### src/rtl/div_seq.sv
// Multi-cycle restoring divider for EX-stage DIV/DIVU.
// Returns {remainder, quotient}; EX stalls while the block is busy.
module div_seq #(
  parameter int DATA_W = 32,
  parameter int CNT_W  = 6
) (
  input  logic                  clk,
  input  logic                  rst,
  input  logic                  signed_div_i,
  input  logic [DATA_W-1:0]     opdata1_i,
  input  logic [DATA_W-1:0]     opdata2_i,
  input  logic                  start_i,
  input  logic                  annul_i,
  output logic [2*DATA_W-1:0]   result_o,
  output logic                  ready_o
);

  typedef enum logic [1:0] {
    S_FREE,
    S_BYZERO,
    S_ON,
    S_END
  } state_t;

  localparam logic [CNT_W-1:0] LAST = CNT_W'(DATA_W);

  state_t            state;
  logic [CNT_W-1:0]  cnt;
  logic [DATA_W-1:0] dvd;
  logic [DATA_W-1:0] dsr;
  logic [DATA_W-1:0] rem;
  logic              neg_q;
  logic              neg_r;

  logic              a_neg;
  logic              b_neg;
  logic [DATA_W-1:0] a_mag;
  logic [DATA_W-1:0] b_mag;
  logic [DATA_W:0]   rem_sh;
  logic              take;
  logic [DATA_W-1:0] rem_sub;
  logic [DATA_W-1:0] q_fin;
  logic [DATA_W-1:0] r_fin;

  always_comb begin
    a_neg = signed_div_i & opdata1_i[DATA_W-1];
    b_neg = signed_div_i & opdata2_i[DATA_W-1];
    a_mag = a_neg ? -opdata1_i : opdata1_i;
    b_mag = b_neg ? -opdata2_i : opdata2_i;
  end

  // The shifted partial remainder is DATA_W+1 bits; a set top bit always
  // exceeds the divisor, and the low bits wrap to the exact difference.
  always_comb begin
    rem_sh  = {rem, dvd[DATA_W-1]};
    take    = rem_sh[DATA_W] | (rem_sh[DATA_W-1:0] >= dsr);
    rem_sub = rem_sh[DATA_W-1:0] - dsr;
    q_fin   = neg_q ? -dvd : dvd;
    r_fin   = neg_r ? -rem : rem;
  end

  always_ff @(posedge clk) begin
    if (rst) begin
      state    <= S_FREE;
      cnt      <= '0;
      dvd      <= '0;
      dsr      <= '0;
      rem      <= '0;
      neg_q    <= 1'b0;
      neg_r    <= 1'b0;
      result_o <= '0;
      ready_o  <= 1'b0;
    end else begin
      unique case (state)
        S_FREE: begin
          ready_o  <= 1'b0;
          result_o <= '0;
          if (start_i && !annul_i) begin
            if (opdata2_i == '0) begin
              state <= S_BYZERO;
            end else begin
              state <= S_ON;
              cnt   <= '0;
              dvd   <= a_mag;
              dsr   <= b_mag;
              rem   <= '0;
              neg_q <= a_neg ^ b_neg;
              neg_r <= a_neg;
            end
          end
        end
        S_BYZERO: begin
          state    <= S_END;
          result_o <= '0;
          ready_o  <= 1'b1;
        end
        S_ON: begin
          if (annul_i) begin
            state    <= S_FREE;
            ready_o  <= 1'b0;
            result_o <= '0;
          end else if (cnt != LAST) begin
            rem <= take ? rem_sub : rem_sh[DATA_W-1:0];
            dvd <= {dvd[DATA_W-2:0], take};
            cnt <= cnt + CNT_W'(1);
          end else begin
            state    <= S_END;
            result_o <= {r_fin, q_fin};
            ready_o  <= 1'b1;
          end
        end
        S_END: begin
          if (!start_i) begin
            state    <= S_FREE;
            ready_o  <= 1'b0;
            result_o <= '0;
          end
        end
        default: state <= S_FREE;
      endcase
    end
  end

endmodule

### config.mk
export PLATFORM = sky130hd
export DESIGN_NAME = div_seq
export DESIGN_NICKNAME = d
export VERILOG_FILES = /design/src/rtl/div_seq.sv
export SDC_FILE = /design/constraint.sdc
export NUM_CORES = 1
export LEC_CHECK = 0
export BUFFER_PORTS_ARGS = -buffer_cell sky130_fd_sc_hd__buf_2
export CORE_MARGIN = 10
export CORE_UTILIZATION = 58
export CTS_CLUSTER_DIAMETER = 120
export DETAILED_ROUTE_END_ITERATION = 8
export GPL_TIMING_DRIVEN = 0
export PLACE_DENSITY = 0.79
export SYNTH_ARGS = -nofsm -noshare
export SYNTH_HDL_FRONTEND = slang
export SYNTH_SLANG_ARGS = --single-unit
export TNS_END_PERCENT = 100
### constraint.sdc
create_clock -name clk -period 6.6 [get_ports clk]
set_input_delay 0 -clock clk [delete_from_list [all_inputs] [get_ports clk]]
set_output_delay 0 -clock clk [all_outputs]
set_load 0.01 [all_outputs]
==> impl_metrics.env <==
export IMPL_status="finished, final reports clean"
export IMPL_via_per_inst=5.95
export IMPL_num_rows=49
export IMPL_synth_xor_area_share_pct=12.0
export IMPL_peakVddDrop_mv=0.200
export IMPL_routedWlPerCell_um=17.9
export IMPL_cp_startpoint="dvd[31]"
export IMPL_routabilityCongestion=0.940
export IMPL_wl_mm=32.7
export IMPL_fp_dieW_um=156
export IMPL_dr_pass1_iters=6
export IMPL_drtAntennaViolNets=0
export IMPL_dieArea_um2=24400
export IMPL_htreeDepth=4
export IMPL_critical_path_startpoint_type="flop"
export IMPL_synthArstFlopShare_pct=0
export IMPL_cts_made_buffers=17
export IMPL_post_cts_buffers=0
export IMPL_critical_path_max_fanout=10
export IMPL_synth_edf_count=0
export IMPL_avgSynthCellArea_um2=7.66
export IMPL_rsz0062_at_grt="false"
export IMPL_power_density_nw_per_um2=288
export IMPL_fmax_ghz=0.269
export IMPL_synth_main_ff_cell="dfxtp_1"
export IMPL_hpwl_mm=25.4
export IMPL_syn_num_nets=1517
export IMPL_synth_compound_gate_area_share_pct=24.4
export IMPL_slew_viol_final=0
export IMPL_power_leakage_nw=5.11
export IMPL_synth_cell_types=67
export IMPL_synth_top_family_by_area="compound AO/OA/AOI/OAI gates"
export IMPL_grt_pass1_wl_mm=51.7
export IMPL_grt_max_degree=17
export IMPL_grt_usage_pct=25.9
export IMPL_holdPathStages=5
export IMPL_ff2ff_path_depth=13
export IMPL_overflow=0
export IMPL_instances_no_fill=1829
export IMPL_tns_ns=0
export IMPL_diodes=0
export IMPL_maxCapViolCount=0
export IMPL_cp_arrival_ns=4.04
export IMPL_area_growth_syn_to_layout_pct=17.1
export IMPL_r2r_setup_slack_ns=2.88
export IMPL_vias=10900
export IMPL_path_class="reg2reg"
export IMPL_p_sw_share_pct=40.1
export IMPL_min_path_type="in2reg"
export IMPL_fp_dieH_um=156
export IMPL_intPower_mw=2.17
export IMPL_worstMarginPinSlew_ns=1.18
export IMPL_finClkSkew_ns=0.0118
export IMPL_clkLatencyLatePin_ns=0.44
export IMPL_antenna_found_initial=0
export IMPL_cts_hold_buf=32
export IMPL_grt_pass1_vias=9930
export IMPL_post_cts_resized=0
export IMPL_root_buffer="clkbuf_16"
export IMPL_n_fill_cell=1531
export IMPL_fin_crit_ns=3.72
export IMPL_synthCells=1404
export IMPL_worstHoldStart="opdata1_i[26]"
export IMPL_coreArea_um2=18100
export IMPL_cp_data_required_time_ns=6.92
export IMPL_drt_iter0_markers=1028
export IMPL_num_nets_final=1700
export IMPL_min_to="dvd[26]"
export IMPL_synth_seq_area_share_pct=31.8
export IMPL_relSlewSlack_pct=20.4
export IMPL_pwr_share_clk_pct=27.2
export IMPL_setup_viol=0
export IMPL_syn_area_um2=10800
export IMPL_drc=0
export IMPL_clk_pin_slew_ns=0.07
export IMPL_start_util_pct=59.5
export IMPL_drive_gt1_share_pct=12.3
export IMPL_synth_seq_cells=171
export IMPL_final_hold_violation_count=0
export IMPL_net_switching_power_mw=1.45
export IMPL_critPathCaptureType="flop"
export IMPL_r2r_end="rem[16]"
export IMPL_final_period_utilization_pct=56.4
export IMPL_yosys_warnings=0
export IMPL_dp_cells=1765
export IMPL_comb_power_share_pct=38.3
export IMPL_cts_sinks=171
export IMPL_timing_rr_start="dvd[31]"
export IMPL_numPortBuffers=132
export IMPL_synthAdderAreaFrac_pct=5.19
export IMPL_cts_tree="built"
export IMPL_p_seq_share_pct=34.5
export IMPL_cts_buffer_depth=2
export IMPL_synth_area_mux_share_pct=1.58
export IMPL_ios=134
export IMPL_yosys_area_share_simple_pct=20.0
[flip-flops by register name, summed over array words and instances (netlist names)]
register	flops
result_o	64
rem	32
neg_r	1
dsr	32
dvd	32
neg_q	1
ready_o	1
state	2
cnt	6
[worst max-delay path, cell delays in order, from the launching register on]
cell and delay [ns]:
dfxtp_1 0.38, inv_1 0.18, ha_1 0.27, fa_1 0.38, nand2b_1 0.20, a21oi_1 0.19
o311a_1 0.25, a311o_1 0.26, a221o_1 0.21, a31oi_1 0.09, o31ai_2 0.54, buf_2 0.36
mux2i_1 0.22, o21ai_0 0.08
[synthesized netlist by cell type (33+ instances only)]
library cell,number,share of area [%]
o21ai_0,105,4.9
clkbuf_1,62,2.2
inv_1,55,1.9
a21oi_1,112,5.2
xor2_1,53,4.3
a22oi_1,44,3.1
nand2_1,188,6.6
xnor2_1,95,7.7
dfxtp_1,171,32
nor2_1,145,5.1
ha_1,43,5.0
nor3_1,33,1.5
[cells in the final DEF, fill, tap and decap left out, types with 4 or more instances in the layout]
cell and instances:
buf_2 139, o41ai_1 13, nor2b_1 4, a21o_1 15
xor2_1 53, o21ai_1 9, nand4_1 6, inv_1 55
buf_4 4, a31oi_1 10, clkbuf_16 17, nand3_1 16
nor3_1 33, a21oi_1 112, or4_1 13, or3_1 14
ha_1 43, dlygate4sd3_1 32, and3_1 5, mux2i_1 17
nand2_1 188, a211oi_1 32, a32oi_1 6, and2_1 5
a22o_1 18, o21ai_0 105, or2_2 5, xnor2_1 95
o31ai_1 25, nor4_1 8, clkbuf_1 62, nor2_1 145
dfxtp_1 171, a22oi_1 44, clkinv_4 6, nand2b_1 17
[cell families (layout without fill, tap and decap cells)]
family | count (synthesis) | in the layout
flops | 171 | 171
xor+xnor | 148 | 148
simple gates | 476 | 476
mux | 17 | 17
fa+ha+maj | 44 | 44
compound gates | 414 | 414
buf+inv | 134 | 330
[final cells by class]
type | instances | area [um^2] | area share (%)
clock buffer | 18 | 439 | 3.48
clock inverter | 14 | 138 | 1.09
buffer | 78 | 328 | 2.60
inverter | 56 | 210 | 1.67
multi-input combinational | 1099 | 6800 | 53.9
tap | 229 | 287 | 2.27
sequential | 171 | 3420 | 27.2
timing repair buffer | 164 | 981 | 7.78
[through the flow]
| step | instance area, um^2 | total power [mW] | setup slack (ns) | util, % | hold slack, ns |
|---|---|---|---|---|---|
| final | 12600 | 3.63 | 2.88 | 69.7 | 0.0168 |
| after global routing | 12600 | 3.83 | 2.60 | 69.7 | 0.0497 |
| after CTS | 12600 | 3.59 | 2.94 | 69.7 | 0.00958 |
| after detailed placement | 11700 | 2.60 | 2.95 | 64.7 | 0.316 |
| after global placement | 11700 | 2.58 | 2.95 | 64.7 | 0.307 |
| after floorplan | 10800 | 2.23 | 3.59 | - | 0.147 |
[worst max path at each step]
stage | cells past startpoint | end
3_5_place_dp | 13 | rem[16]
6_report | 13 | rem[16]
3_3_place_gp | 14 | rem[21]
4_1_cts | 13 | rem[16]
5_1_grt | 12 | rem[17]
2_1_floorplan | 13 | rem[13]
[layer usage]
| layer | track usage (%) | part of all wire [%] |
|---|---|---|
| met2 | 38.1 | 42 |
| met3 | 5.57 | 9.8 |
| met4 | 7.42 | 1.7 |
| met5 | 0 | 0 |
| met1 | 37.1 | 46 |
[power by group through the flow]
stage               sequential (mW)  clock, mW  combinational, mW
floorplan                      1.22          0               1.01
global placement               1.26          0               1.32
detailed placement             1.26          0               1.34
CTS                            1.24      0.984               1.37
global route                   1.26       1.03               1.55
finish                         1.25      0.986               1.39
No activity file was read; power rests on OpenSTA's default activity.
